## src/rtl/tone_synth_pkg.sv

```systemverilog
// Shared constants and sizing helpers for the multi-channel tone synthesizer.
// The optional TONE_SYNC_STOP_EN macro is consumed by tone_channel.
package tone_synth_pkg;

  localparam int TONE_DIV_W      = 24;
  localparam int TONE_HALF_500HZ = 24000;
  localparam int TONE_HALF_1KHZ  = 12000;

  // Channel-select width; one bit minimum so a single-channel build still has a port.
  function automatic int ch_w(input int nch);
    return (nch > 1) ? $clog2(nch) : 1;
  endfunction

  // Sigma-delta accumulator width: holds acc (< nch) plus a full popcount (<= nch).
  function automatic int acc_w(input int nch);
    return $clog2(nch + 1) + 1;
  endfunction

endpackage

```

## src/rtl/tone_channel.sv

```systemverilog
// One tone channel: half-period counter, pending half-period slot and output gate.
// With TONE_SYNC_STOP_EN defined the gate only follows vol_i while the phase is low.
module tone_channel
  import tone_synth_pkg::*;
#(
  parameter int DIV_W        = TONE_DIV_W,
  parameter int DEFAULT_HALF = TONE_HALF_500HZ
) (
  input  logic             clk_i,
  input  logic             rst_i,
  input  logic             load_i,
  input  logic [DIV_W-1:0] load_val_i,
  input  logic             vol_i,
  output logic             pend_o,
  output logic             tone_o
);

  localparam logic [DIV_W-1:0] ONE       = DIV_W'(1);
  localparam logic [DIV_W-1:0] HALF_INIT = DIV_W'(DEFAULT_HALF);

  logic [DIV_W-1:0] count_q, count_d;
  logic [DIV_W-1:0] half_q, half_d;
  logic [DIV_W-1:0] pend_val_q, pend_val_d;
  logic             phase_q, phase_d;
  logic             pend_q, pend_d;
  logic             half_zero, at_end, gate;

  assign half_zero = (half_q == '0);
  assign at_end    = (count_q == half_q - ONE);

  // A pending half-period is only committed on a boundary, so the rate never changes mid-half.
  always_comb begin
    count_d    = count_q;
    phase_d    = phase_q;
    half_d     = half_q;
    pend_d     = pend_q;
    pend_val_d = pend_val_q;
    if (half_zero) begin
      count_d = '0;
      phase_d = 1'b0;
      if (pend_q) begin
        half_d = pend_val_q;
        pend_d = 1'b0;
      end
    end else if (at_end) begin
      count_d = '0;
      phase_d = ~phase_q;
      if (pend_q) begin
        half_d = pend_val_q;
        pend_d = 1'b0;
      end
    end else begin
      count_d = count_q + ONE;
    end
    if (load_i) begin
      pend_d     = 1'b1;
      pend_val_d = load_val_i;
    end
  end

  always_ff @(posedge clk_i) begin
    if (rst_i) begin
      count_q    <= '0;
      half_q     <= HALF_INIT;
      pend_val_q <= '0;
      phase_q    <= 1'b0;
      pend_q     <= 1'b0;
    end else begin
      count_q    <= count_d;
      half_q     <= half_d;
      pend_val_q <= pend_val_d;
      phase_q    <= phase_d;
      pend_q     <= pend_d;
    end
  end

`ifdef TONE_SYNC_STOP_EN
  // Sampling vol only during the low phase lets a started high half run to completion.
  logic gate_q;
  always_ff @(posedge clk_i) begin
    if (rst_i) begin
      gate_q <= 1'b0;
    end else if (!phase_q || half_zero) begin
      gate_q <= vol_i;
    end
  end
  assign gate = gate_q;
`else
  assign gate = vol_i;
`endif

  assign pend_o = pend_q;
  assign tone_o = gate & phase_q;

endmodule

```

## src/rtl/tone_synth.sv

```systemverilog
// Multi-channel square-wave tone generator with valid/ready half-period updates and a
// first-order sigma-delta mix onto one speaker pin. Optional macro: TONE_SYNC_STOP_EN.
module tone_synth
  import tone_synth_pkg::*;
#(
  parameter int NCH          = 2,
  parameter int DIV_W        = TONE_DIV_W,
  parameter int DEFAULT_HALF = TONE_HALF_500HZ,
  localparam int CH_W        = ch_w(NCH)
) (
  input  logic             clk_24_i,
  input  logic             rst_i,
  input  logic             cfg_valid_i,
  output logic             cfg_ready_o,
  input  logic [CH_W-1:0]  cfg_ch_i,
  input  logic [DIV_W-1:0] cfg_half_i,
  input  logic [NCH-1:0]   vol_i,
  output logic [NCH-1:0]   tone_o,
  output logic             speaker_o
);

  localparam int               ACC_W   = acc_w(NCH);
  localparam logic [ACC_W-1:0] NCH_ACC = ACC_W'(NCH);

  logic [31:0]      ch_idx;
  logic [NCH-1:0]   pend, load;
  logic             pend_sel;
  logic [ACC_W-1:0] pop, mix_sum;
  logic [ACC_W-1:0] acc_q, acc_d;
  logic             speaker_q, speaker_d;

  assign ch_idx = 32'(cfg_ch_i);

  // Out-of-range channels never match, so they read as ready and the write is dropped.
  always_comb begin
    pend_sel = 1'b0;
    load     = '0;
    for (int i = 0; i < NCH; i++) begin
      if (ch_idx == 32'(i)) begin
        pend_sel = pend[i];
        load[i]  = cfg_valid_i & ~rst_i & ~pend[i];
      end
    end
  end

  assign cfg_ready_o = ~rst_i & ~pend_sel;

  for (genvar g = 0; g < NCH; g++) begin : g_ch
    tone_channel #(
      .DIV_W        (DIV_W),
      .DEFAULT_HALF (DEFAULT_HALF)
    ) u_ch (
      .clk_i      (clk_24_i),
      .rst_i      (rst_i),
      .load_i     (load[g]),
      .load_val_i (cfg_half_i),
      .vol_i      (vol_i[g]),
      .pend_o     (pend[g]),
      .tone_o     (tone_o[g])
    );
  end

  always_comb begin
    pop = '0;
    for (int i = 0; i < NCH; i++) begin
      pop = pop + ACC_W'(tone_o[i]);
    end
    mix_sum = acc_q + pop;
    if (mix_sum >= NCH_ACC) begin
      speaker_d = 1'b1;
      acc_d     = mix_sum - NCH_ACC;
    end else begin
      speaker_d = 1'b0;
      acc_d     = mix_sum;
    end
  end

  always_ff @(posedge clk_24_i) begin
    if (rst_i) begin
      acc_q     <= '0;
      speaker_q <= 1'b0;
    end else begin
      acc_q     <= acc_d;
      speaker_q <= speaker_d;
    end
  end

  assign speaker_o = speaker_q;

endmodule

```

## config.mk

```make
export PLATFORM = sky130hd
export DESIGN_NAME = tone_synth
export DESIGN_NICKNAME = d
export VERILOG_FILES = /design/src/rtl/tone_synth_pkg.sv /design/src/rtl/tone_channel.sv /design/src/rtl/tone_synth.sv
export SDC_FILE = /design/constraint.sdc
export NUM_CORES = 1
export LEC_CHECK = 0
export ABC_AREA = 1
export BUFFER_PORTS_ARGS = -buffer_cell sky130_fd_sc_hd__buf_2
export CAP_MARGIN = 5
export CELL_PAD_IN_SITES_DETAIL_PLACEMENT = 1
export CELL_PAD_IN_SITES_GLOBAL_PLACEMENT = 1
export CORE_UTILIZATION = 35
export CTS_CLUSTER_DIAMETER = 50
export DETAILED_ROUTE_END_ITERATION = 6
export PLACE_DENSITY = 0.76
export SLEW_MARGIN = 20
export SYNTH_ARGS = -nofsm -noshare
export SYNTH_HDL_FRONTEND = slang
export SYNTH_SLANG_ARGS = --single-unit
```

## constraint.sdc

```tcl
create_clock -name clk_24_i -period 3.9 [get_ports clk_24_i]
set_clock_uncertainty 0.15 [all_clocks]
set_input_delay 0.195 -clock clk_24_i [delete_from_list [all_inputs] [get_ports clk_24_i]]
set_output_delay 0.195 -clock clk_24_i [all_outputs]
set_load 0.02 [all_outputs]
```

Word-level counts from Yosys, hierarchy flattened

Index checks and enable logic that the tools add are counted.

RAM bits: 0
Latch bits: 0
Memories kept: 0
Output and inout bits: 4
Bits of input ports: 30
Bits in registers: 152
Bits in read-only memories: 0

$mul: 0
Reduce and logical (&&, ||, !) cells: 11
Shift-type cells: 0
Bitwise logic cells: 12
Multiplexer cells: 18
Magnitude comparators: 1
Equal/unequal tests: 2
Div/mod/pow operators: 0
Add/subtract/negate cells: 7

Operators with widths:

| kind                                                                                 | count |
|---|---|
| 24-bit two-way mux                                                                   | 6 |
| 24-bit by 1-bit adder with 24-bit output (second input constant)                     | 2 |
| 24-bit equality test                                                                 | 2 |
| 24-bit logical NOT                                                                   | 2 |
| 24-bit by 1-bit subtractor with 24-bit output (second input constant)                | 2 |
| 32-bit logical NOT                                                                   | 1 |
| 1-bit two-way mux                                                                    | 11 |
| 1-bit AND                                                                            | 6 |
| 1-bit NOT                                                                            | 6 |
| 3-bit nonzero test                                                                   | 2 |
| 3-bit OR reduction                                                                   | 2 |
| 2-bit nonzero test                                                                   | 2 |
| 2-bit OR reduction                                                                   | 2 |
| 3-bit by 2-bit adder with 3-bit output                                               | 1 |
| 3-bit by 2-bit greater-or-equal comparator with 1-bit output (second input constant) | 1 |
| 3-bit two-way mux                                                                    | 1 |
| 3-bit by 2-bit subtractor with 3-bit output (second input constant)                  | 1 |
| 1-bit by 1-bit adder with 2-bit output                                               | 1 |

Longest topological paths before layout

Gate-level depths: netlist of the first run.

Depth in word-level cells: 5
Depth in mapped cells: 19

Cells and area by module

A second synthesis of the first run with hierarchy kept.

Cell total of the unflattened synthesis: 1238
Area total of the unflattened synthesis: 8226.6 µm²

By module, submodules not included:

| module       | times used | sequential area each (µm²) | cells each | area each (µm²) |
|---|---|---|---|---|
| tone_channel | 2          | 1481.4                     | 604        | 4000.1 |
| tone_synth   | 1          | 80.1                       | 30         | 226.5 |

Worst setup path after synthesis of the first run

OpenSTA, ideal clock, no wires.

Kind: register -> register
Start: register g_ch[1].u_ch.half_q[0]
End: register g_ch[1].u_ch.half_q[8]
Path slack: 1.595 ns
Data required time: 3.617 ns
Arrival time: 2.022 ns
Cell stages (with the launch flop): 19
Cells stage by stage: dfxtp_1 > inv_2 > ha_1 > nand3_2 > nor2_4 > nand2_1 > inv_1 > nand2_1 > nand2_1 > nand2_1 > nor2_1 > nand2_1 > nor2_1 > nand2_2 > nand2_4 > nand2_4 > buf_2 > nand2_1 > nand3_1

Word-level cells in the longest chain between the ends: 3
Elaborated cells between the ends (all ways): 5

Ends and longest elaborated chain:

| element                                       | RTL line           | source |
|---|---|---|
| start: declaration                            | tone_channel.sv:22 | `logic [DIV_W-1:0] half_q, half_d;` |
| start signal: assignment                      | tone_channel.sv:70 | `half_q <= half_d;` |
| 24-bit by 1-bit subtractor with 24-bit output | tone_channel.sv:29 | `assign at_end = (count_q == half_q - ONE);` |
| 24-bit equality test                          | tone_channel.sv:29 |  |
| 2-bit nonzero test (no line)                  | n/a                |  |

Parallel ways exist; a longest one is shown, timed or not.
A chain may end at the register's enable or synchronous reset.

Worst setup path after layout of the first run

Start: register g_ch[1].u_ch.half_q[0]
End: register g_ch[1].u_ch.pend_q

Word-level cells in the longest chain between the ends: 3
Elaborated cells between the ends (all ways): 6

Ends and longest elaborated chain:

| element                                                                                    | RTL line                               | source |
|---|---|---|
| 24-bit by 1-bit subtractor with 24-bit output / 24-bit logical NOT (equally long branches) | tone_channel.sv:29, tone_channel.sv:28 |  |
| 24-bit equality test / 1-bit two-way mux (equally long branches)                           | tone_channel.sv:29, tone_channel.sv:38 |  |
| 3-bit nonzero test (no line) / 1-bit two-way mux (equally long branches)                   | n/a                                    |  |
| end signal: assignment                                                                     | tone_channel.sv:73                     | `pend_q <= pend_d;` |
| end: declaration                                                                           | tone_channel.sv:25                     | `logic pend_q, pend_d;` |

Parallel ways exist; a longest one is shown, timed or not.

==> impl_results.md, run 1 <==
* Status: complete, no violations
* Die area at around 24,000 µm²
* Adder-cell share of the synthesized area at 0.01173
* MaxCap Viol Count at 0
* Mapped Nets at between 1,000 and 1,500
* # H-tree levels at 4
* HP Class: in2reg
* CTS Hold Bufs at 25
* Synth area leader: dfxtp_1
* First-pass GRT wire length at between 30 and 40 mm
* Clock-pin transition on the worst setup and hold timing paths at 0.07 ns
* Primary FF master, synth: dfxtp_1
* Crit path max fanout at 20
* Vias in the first global route at about 8,000
* Nets at ~1,300
* Pre-CTS WS at 0.8210 ns
* Post-Synth XOR/XNOR Area at 0.08430
* Post-CTS Repair Setup Buffers at 0
* YS warnings at 0
* Register area share after synthesis at 0.3755
* IR drop worst, VDD at about 300 µV
* Netlist cell types at 36
* Via Count at 7,743
* # DRC at 0
* Rows at 55
* CP endpoint kind: flip-flop
* EDFF count, synth at 0
* Cells after Synth at approximately 1,200
* P_int at 2.568 mW
* Synth top area cells: dfxtp_1 38%, nand2_1 15%, nor2_1 10%
* Setup_tns at 0 ns
* RSZ-0062 raised after global routing: false
* Leak Pwr at 4.254 nW
* Total routed wirelength at approximately 24 mm
* Post-synth top area share at 0.3755
* Minimum clock period at between 3 and 4 ns
* Cell area after layout at slightly above 9000 µm²
* Setup ws final at approximately 0.8 ns
* Die width at around 150 µm
* CTS tree: done
* Compound-cell area share of the yosys netlist at 0.04724
* Synth Area per Inst at between 6 and 7 µm²
* Fill count at approximately 3,000
* Post-cts resize count at 0
* Initial drt markers at between 300 and 400
* GRT overflow at 0
* Largest family of logic cells by synthesized area: simple AND/OR/NAND/NOR gates
* WHS at between 0.1 and 0.15 ns
* Placed inst area at about 8400 µm²
* DP Wirelength at 17.54 mm
* ANT nets after route at 0
* Post-synthesis mux area share at 0
* Initial Utilization at 0.3579
* GRT Overall Usage at 0.2096
* Hold Fails Final Rpt at 0
* Crit Path Class: reg2reg
* Largest net degree at the start of global routing at between 60 and 70
* Port bufs at 33
* Die height at 154.2 µm
* Flop and latch count out of synthesis at 152
* Synth Area in Simple Gates at 0.4000
* Comb pwr share at 0.045
* Sw Ratio at 0.2644
* CTS max path bufs at 2
* Top cells by count, synth: 319 x nand2_1, 223 x nor2_1, 152 x dfxtp_1
* Initial antenna violation count at 0
* # clock sinks at between 150 and 200
* Tcrit/Tclk final at 0.7949
* Fin. max-slew vios at 0
* Drt pass-1 iters at 4
* Layout cells sized above 1 at 0.07541
* Relative slew slack at 0.4592
* Critical Path AT at ~3.3 ns
* Fmax at 0.3226 GHz
* Top-count cell post-synth: nand2_1
* Area Overhead vs Synth at 14.70%
* Async set-reset flop share out of synthesis at 0
* CTS Buf Count at 17
* Setup violators final at 0
* Clock insertion delay at the later pin of the skew report at 0.43 ns
* Placer Congestion at roughly 0.9
* Pwr dens at approximately 380 nW/µm²
* Switch Pwr at 0.9230 mW
* Via/cell ratio at between 4 and 5
* CP startpoint kind: flip-flop
* CTS Root Cell: clkbuf_16
* Worst path required time at 4.06 ns
* Core Region at roughly 23,000 µm²
* Number of I/O pins at 34
* Ant. Diodes at 0
* Part of the power in the clock network at 0.494
* Sequential Power Share at 0.461
* Netlist Area Pre-Place at between 8000 and 9000 µm²
* Routed len/inst at 15.20 µm
* Slew @ Worst Pin at ~0.81 ns
## area by class of cell
cell class | instances | area, µm² | area share
well taps | 285 | 356.6 | 0.03836
multi-input cells | 911 | 4403 | 0.4737
clock buffers | 17 | 425.4 | 0.04577
flip-flops and latches | 152 | 3043 | 0.3274
repair buffers | 64 | 460.4 | 0.04954
inverters | 114 | 427.9 | 0.04604
clock inverters | 15 | 178.9 | 0.01925
## power by group through the flow
stage | Combinational [mW] | Clock [mW] | Sequential (mW)
5_1_grt | 0.175 | 1.82 | 1.61
2_1_floorplan | 0.0894 | 0 | 1.63
4_1_cts | 0.157 | 1.76 | 1.61
6_report | 0.157 | 1.73 | 1.61
3_3_place_gp | 0.133 | 0 | 1.64
3_5_place_dp | 0.137 | 0 | 1.64
## critical path, stage by stage, from the launching register on
cell     delay (ns)
dfxtp_1        0.35
inv_2          0.11
ha_1           0.23
nand3_2        0.16
nor2_4         0.24
nand2_1        0.10
inv_1          0.08
nand2_1        0.05
nand2_1        0.07
nand2_1        0.05
nor2_1         0.10
nand2_1        0.07
nor2_1         0.19
nand2_2        0.11
nand3_1        0.58
inv_1          0.20
nand2_1        0.10
nand2_1        0.05
## cells in the final DEF (no fill, tap or decap), drive strengths merged, types with 10 or more instances in the layout
| cell type | count |
|---|---|
| a21oi | 40 |
| nand3b | 10 |
| clkbuf | 17 |
| nor3 | 13 |
| o21ai | 24 |
| dlygate4sd3 | 25 |
| nand4 | 24 |
| nand3 | 130 |
| xor2 | 48 |
| xnor2 | 30 |
| buf | 39 |
| dfxtp | 152 |
| nand2 | 325 |
| inv | 125 |
| nor3b | 11 |
| nor2 | 233 |
## per-layer routing
metal | vias to the layer above | global-route usage | part of all wire | routed length [µm]
met1 | 3679 | 0.2703 | 0.48 | 11420
met5 | - | 0 | 0 | 0
li1 | 3938 | - | - | -
met4 | 0 | 0.07000 | 0.018 | 436
met2 | 102 | 0.3597 | 0.47 | 11180
met3 | 24 | 0.02706 | 0.027 | 630
## flip-flops by register name, summed over array words and instances, names as in the netlist
| signal | cells |
|---|---|
| speaker_o | 1 |
| g_ch.u_ch.phase_q | 2 |
| g_ch.u_ch.pend_val_q | 48 |
| acc_q | 3 |
| g_ch.u_ch.count_q | 48 |
| g_ch.u_ch.half_q | 48 |
| g_ch.u_ch.pend_o | 2 |
## stage by stage
stage	std cells	utilization	total power [mW]
detailed placement	1501	0.3728	1.781
finish	1558	0.4106	3.491
global placement	1501	0.3728	1.776
floorplan	1220	-	1.723
global route	1558	0.4106	3.607
CTS	1558	0.4106	3.521
## logic make-up after synthesis
family | count (synthesis)
AO/OA/AOI/OAI | 73
XOR/XNOR | 78
adder cells (fa/ha/maj) | 7
buffers and inverters | 157
flip-flops | 152
AND/OR/NAND/NOR | 753
## final timing paths
kind / slack, ns / endpoint / depth (start not counted) / from
max: 0.80 / g_ch[1].u_ch.pend_o / 17 / g_ch[1].u_ch.half_q[0]
min: 0.11 / acc_q[0] / 4 / vol_i[0]
max reg2reg: 0.80 / g_ch[1].u_ch.pend_o / 17 / g_ch[1].u_ch.half_q[0]
min reg2reg: 0.31 / g_ch[0].u_ch.pend_val_q[19] / 2 / g_ch[0].u_ch.pend_val_q[19]
Note: power is estimated with default switching activity, not from simulation.
==> run 2, diff against run 1 <==
--- a/config.mk
+++ b/config.mk
@@ -5,7 +5,7 @@
 export SDC_FILE = /design/constraint.sdc
 export NUM_CORES = 1
 export LEC_CHECK = 0
-export ABC_AREA = 1
+export ABC_AREA = 0
 export BUFFER_PORTS_ARGS = -buffer_cell sky130_fd_sc_hd__buf_2
 export CAP_MARGIN = 5
 export CELL_PAD_IN_SITES_DETAIL_PLACEMENT = 1
@@ -13,7 +13,7 @@
 export CORE_UTILIZATION = 35
 export CTS_CLUSTER_DIAMETER = 50
 export DETAILED_ROUTE_END_ITERATION = 6
-export PLACE_DENSITY = 0.76
+export PLACE_DENSITY = 0.73
 export SLEW_MARGIN = 20
 export SYNTH_ARGS = -nofsm -noshare
 export SYNTH_HDL_FRONTEND = slang
==> constraint.sdc (replaced) <==
create_clock -name clk_24_i -period 2.9 [get_ports clk_24_i]
set_clock_uncertainty 0.15 [all_clocks]
set_input_delay 0.145 -clock clk_24_i [delete_from_list [all_inputs] [get_ports clk_24_i]]
set_output_delay 0.145 -clock clk_24_i [all_outputs]
set_load 0.02 [all_outputs]
==> run 2 against run 1 <==
The flow now finishes with violations (negative setup slack). Die area about the same. Register-to-register slack worse by 1.2 ns. Design area up 20%. Combinational power grew to 2.9 times the previous value. Power increased by 41%. Synthesized area about the same. Count of clock-buffer cells in the layout up 2. First-iteration DRC count grew 15%. Global-route usage increased by 1.7 points. Maximum frequency decreased by 5.9%. Clock power is 31% higher. Worst setup slack worse by 1.2 ns.
==> impl_results.md, run 2 <==
* Ant. Diodes at 0 (unchanged)
* Pwr dens at 442.2 nW/µm² (+18%)
* YS warnings at 0 (unchanged)
* Cells after Synth at 994 (-19%)
* Critical Path AT at 3.46 ns (+0.20 ns)
* Port bufs at 33 (unchanged)
* Minimum clock period at 3.293 ns (+0.1930 ns)
* Fmax at 0.3037 GHz (-5.9%)
* GRT Overall Usage at 0.2265 (+0.01690)
* Synth Area per Inst at 8.158 µm² (+23%)
* CP endpoint kind: flip-flop
* Initial Utilization at 0.3571 (-0.0008643)
* CTS Buf Count at 17 (unchanged)
* Placer Congestion at 0.8941 (-0.70%)
* Fill count at 2,613 (-10%)
* Dpl cells at 1,337 (-11%)
* CP startpoint kind: flip-flop
* Area Overhead vs Synth at 37.08%
* CP max-delay cell: or4_4
* Fin. max-slew vios at 0 (unchanged)
* HP Class: in2reg
* Status: finished with violations
* Rows at 55 (unchanged)
* Placed inst area at 9155 µm² (+8.5%)
* # H-tree levels at 4 (unchanged)
* Clock-pin transition on the worst setup and hold timing paths at 0.07 ns (about the same)
* Pre-CTS WS at -0.3368 ns (-1.158 ns)
* Via Count at 8,034 (+3.8%)
* First-pass GRT wire length at 43.08 mm (+9.0%)
* GRT overflow at 0 (unchanged)
* Die width at 154.2 µm (about the same)
* Slew @ Worst Pin at 0.9320 ns (+0.1231 ns)
* Register area share after synthesis at 0.3753 (about the same)
* ANT nets after route at 0 (unchanged)
* Hold Fails Final Rpt at 0 (unchanged)
* CTS Root Cell: clkbuf_16
* Netlist Area Pre-Place at 8109 µm² (about the same)
* Commonest non-fill, non-tap cells in the layout: 150 x nand2_1, 146 x dfxtp_1, 110 x buf_4, 56 x o21ai_0, 56 x xnor2_1
* Relative slew slack at 0.3742 (-0.08501)
* CTS tree: done
* Top delay family on crit path: simple AND/OR/NAND/NOR gates
* Async set-reset flop share out of synthesis at 0 (unchanged)
* Clock insertion delay at the later pin of the skew report at 0.43 ns (about the same)
* Mapped Nets at 1,031 (-18%)
* Top cells by count, synth: 152 x dfxtp_1, 151 x nand2_1, 71 x nor2_1
* Setup violators final at 100 (+100)
* Commonest non-fill, non-tap cell in the layout: nand2_1
* Initial antenna violation count at 0 (unchanged)
* Drt pass-1 iters at 5 (+1)
* EDFF count, synth at 0 (unchanged)
* Core Region at 22,710 µm² (+0.30%)
* Largest stage delay on the critical path at 0.56 ns (-0.02 ns)
* MaxCap Viol Count at 0 (unchanged)
* Total routed wirelength at 28.59 mm (+21%)
* Setup_tns at -24.42 ns (-24.42 ns)
* Initial drt markers at 398 (+15%)
* Cell area after layout at 11,120 µm² (+20%)
* Setup ws final at -0.3930 ns (-1.193 ns)
* Layout cells sized above 1 at 0.2837 (+0.2083)
* # DRC at 0 (unchanged)
* Primary FF master, synth: dfxtp_1
* CP Cell Sequence: or4_4 > nor4_4 > buf_4 > nand2_1 > nor4_4 > a21oi_4 > buf_12 > o31ai_4 > nand2_4 > a211o_1
* Worst path required time at 3.06 ns (-1.00 ns)
* RSZ-0062 raised after global routing: true
* Most used cell, CP: nor4_4
* Largest net degree at the start of global routing at 91 (+38%)
* Die height at 154.2 µm (about the same)
* Nets at 1,173 (-9.6%)
* Crit Path Class: reg2reg
* CTS max path bufs at 2 (unchanged)
* Final Total Pwr at 4.915 mW (+41%)
* Netlist cell types at 69 (+92%)
* Leak Pwr at 4.083 nW (-4.0%)
* Number of I/O pins at 34 (unchanged)
* Tcrit/Tclk final at 1.136 (+0.3406)
* WP buf/inv at 2 (-1)
* DP Wirelength at 16.77 mm (-4.4%)
* Routed len/inst at 19.94 µm (+31%)
* Synth area leader: dfxtp_1
* Top-count cell post-synth: dfxtp_1
* Synth top area cells: dfxtp_1 38%, nand2_1 7.0%, xnor2_1 6.2%
* Post-Layout Cell Count at 1,434 (-8.0%)
* Vias in the first global route at 8,365 (+4.8%)
* Post-synth top area share at 0.3753 (about the same)
* Die area at 23,780 µm² (about the same)
* # clock sinks at 152 (unchanged)
* Via/cell ratio at 5.603 (+13%)
* Biggest regs: g_ch.u_ch.count_q: 48 flops, g_ch.u_ch.half_q: 48 flops, g_ch.u_ch.pend_val_q: 48 flops
* IR drop worst, VDD at 400.3 µV (+35%)
* Failing checks: negative setup slack
* Flop and latch count out of synthesis at 152 (unchanged)
* Crit path max fanout at 8 (-60%)
run 2: cell count changes after synthesis, moves of 13 or more:
cell      change
mux2i_1      +13
xnor2_1      +27
a21oi_1      -23
inv_1        -84
and3_1       +29
nor2_1      -152
o31ai_1      +16
clkbuf_1     +30
nor3_1       +40
a32oi_1      +14
nand3_1      -85
o21ai_0      +35
nand2_1     -168
run 2: per-layer routing:
metal  GRT usage  wire length [µm]  part of all wire  vias to the layer above
li1            -                 -                 -                     3824
met4     0.09000              1026             0.036                        0
met1      0.2807             12460              0.44                     3973
met3     0.03670               825             0.029                       60
met2      0.3913             14290              0.50                      177
met5           0                 0                 0                        -
run 2: final timing paths:
kind / start / to / slack, ns / cells after the start
setup reg to reg: g_ch[1].u_ch.half_q[7] / g_ch[1].u_ch.half_q[10] / -0.39 / 10
hold / removal: vol_i[1] / acc_q[0] / 0.13 / 4
setup / recovery: g_ch[1].u_ch.half_q[7] / g_ch[1].u_ch.half_q[10] / -0.39 / 10
hold reg to reg: g_ch[0].u_ch.pend_val_q[4] / g_ch[0].u_ch.pend_val_q[4] / 0.31 / 2
run 2: worst reg2reg max path: cells and delay by family (launching register included):
kind | cells | cell delay [ns]
AND/OR/NAND/NOR | 5 | 1.57
buffers and inverters | 2 | 0.38
AO/OA/AOI/OAI | 3 | 0.72
flip-flops | 1 | 0.34
run 2: final cells by class:
class | instances | area [µm²] | share of cell area
repair buffers | 196 | 1715 | 0.1543
clock buffers | 19 | 442.9 | 0.03985
well taps | 285 | 356.6 | 0.03208
multi-input cells | 742 | 5299 | 0.4767
inverters | 27 | 103.9 | 0.009343
flip-flops and latches | 152 | 3053 | 0.2747
clock inverters | 13 | 145.1 | 0.01306
run 2: stage by stage:
step / utilization / hold slack [ns]
final: 0.4895 / 0.1304
after global routing: 0.4895 / 0.1730
after global placement: 0.4031 / 0.2135
after floorplan: - / 0.1036
after detailed placement: 0.4031 / 0.2183
after CTS: 0.4663 / 0.1178
run 2: where the power goes:
group	internal, mW	total, mW	switching [mW]
Combinational	0.183	0.455	0.272
Clock	1.30	2.26	0.966
Sequential	2.15	2.20	0.0430
run 2: kinds of logic (layout without fill, tap and decap cells):
logic type / after synthesis / in the layout / synth area share
compound gates: 179 / 179 / 0.1562
xor+xnor: 105 / 105 / 0.1134
fa+ha+maj: 7 / 7 / 0.01173
buf+inv: 100 / 255 / 0.05292
flops: 152 / 152 / 0.3753
mux: 16 / 16 / 0.02021
simple gates: 435 / 435 / 0.2703
run 2: timing repair:
action | 4_1_cts | 5_1_grt
hold buffers | 24 | 0
setup endpoints to repair | 100 | 100
gates cloned | 6 | 2
buffers inserted | 21 | 12
endpoints found under the hold margin | 48 | 0
resized for setup | 85 | 84
pin swaps | 34 | 39
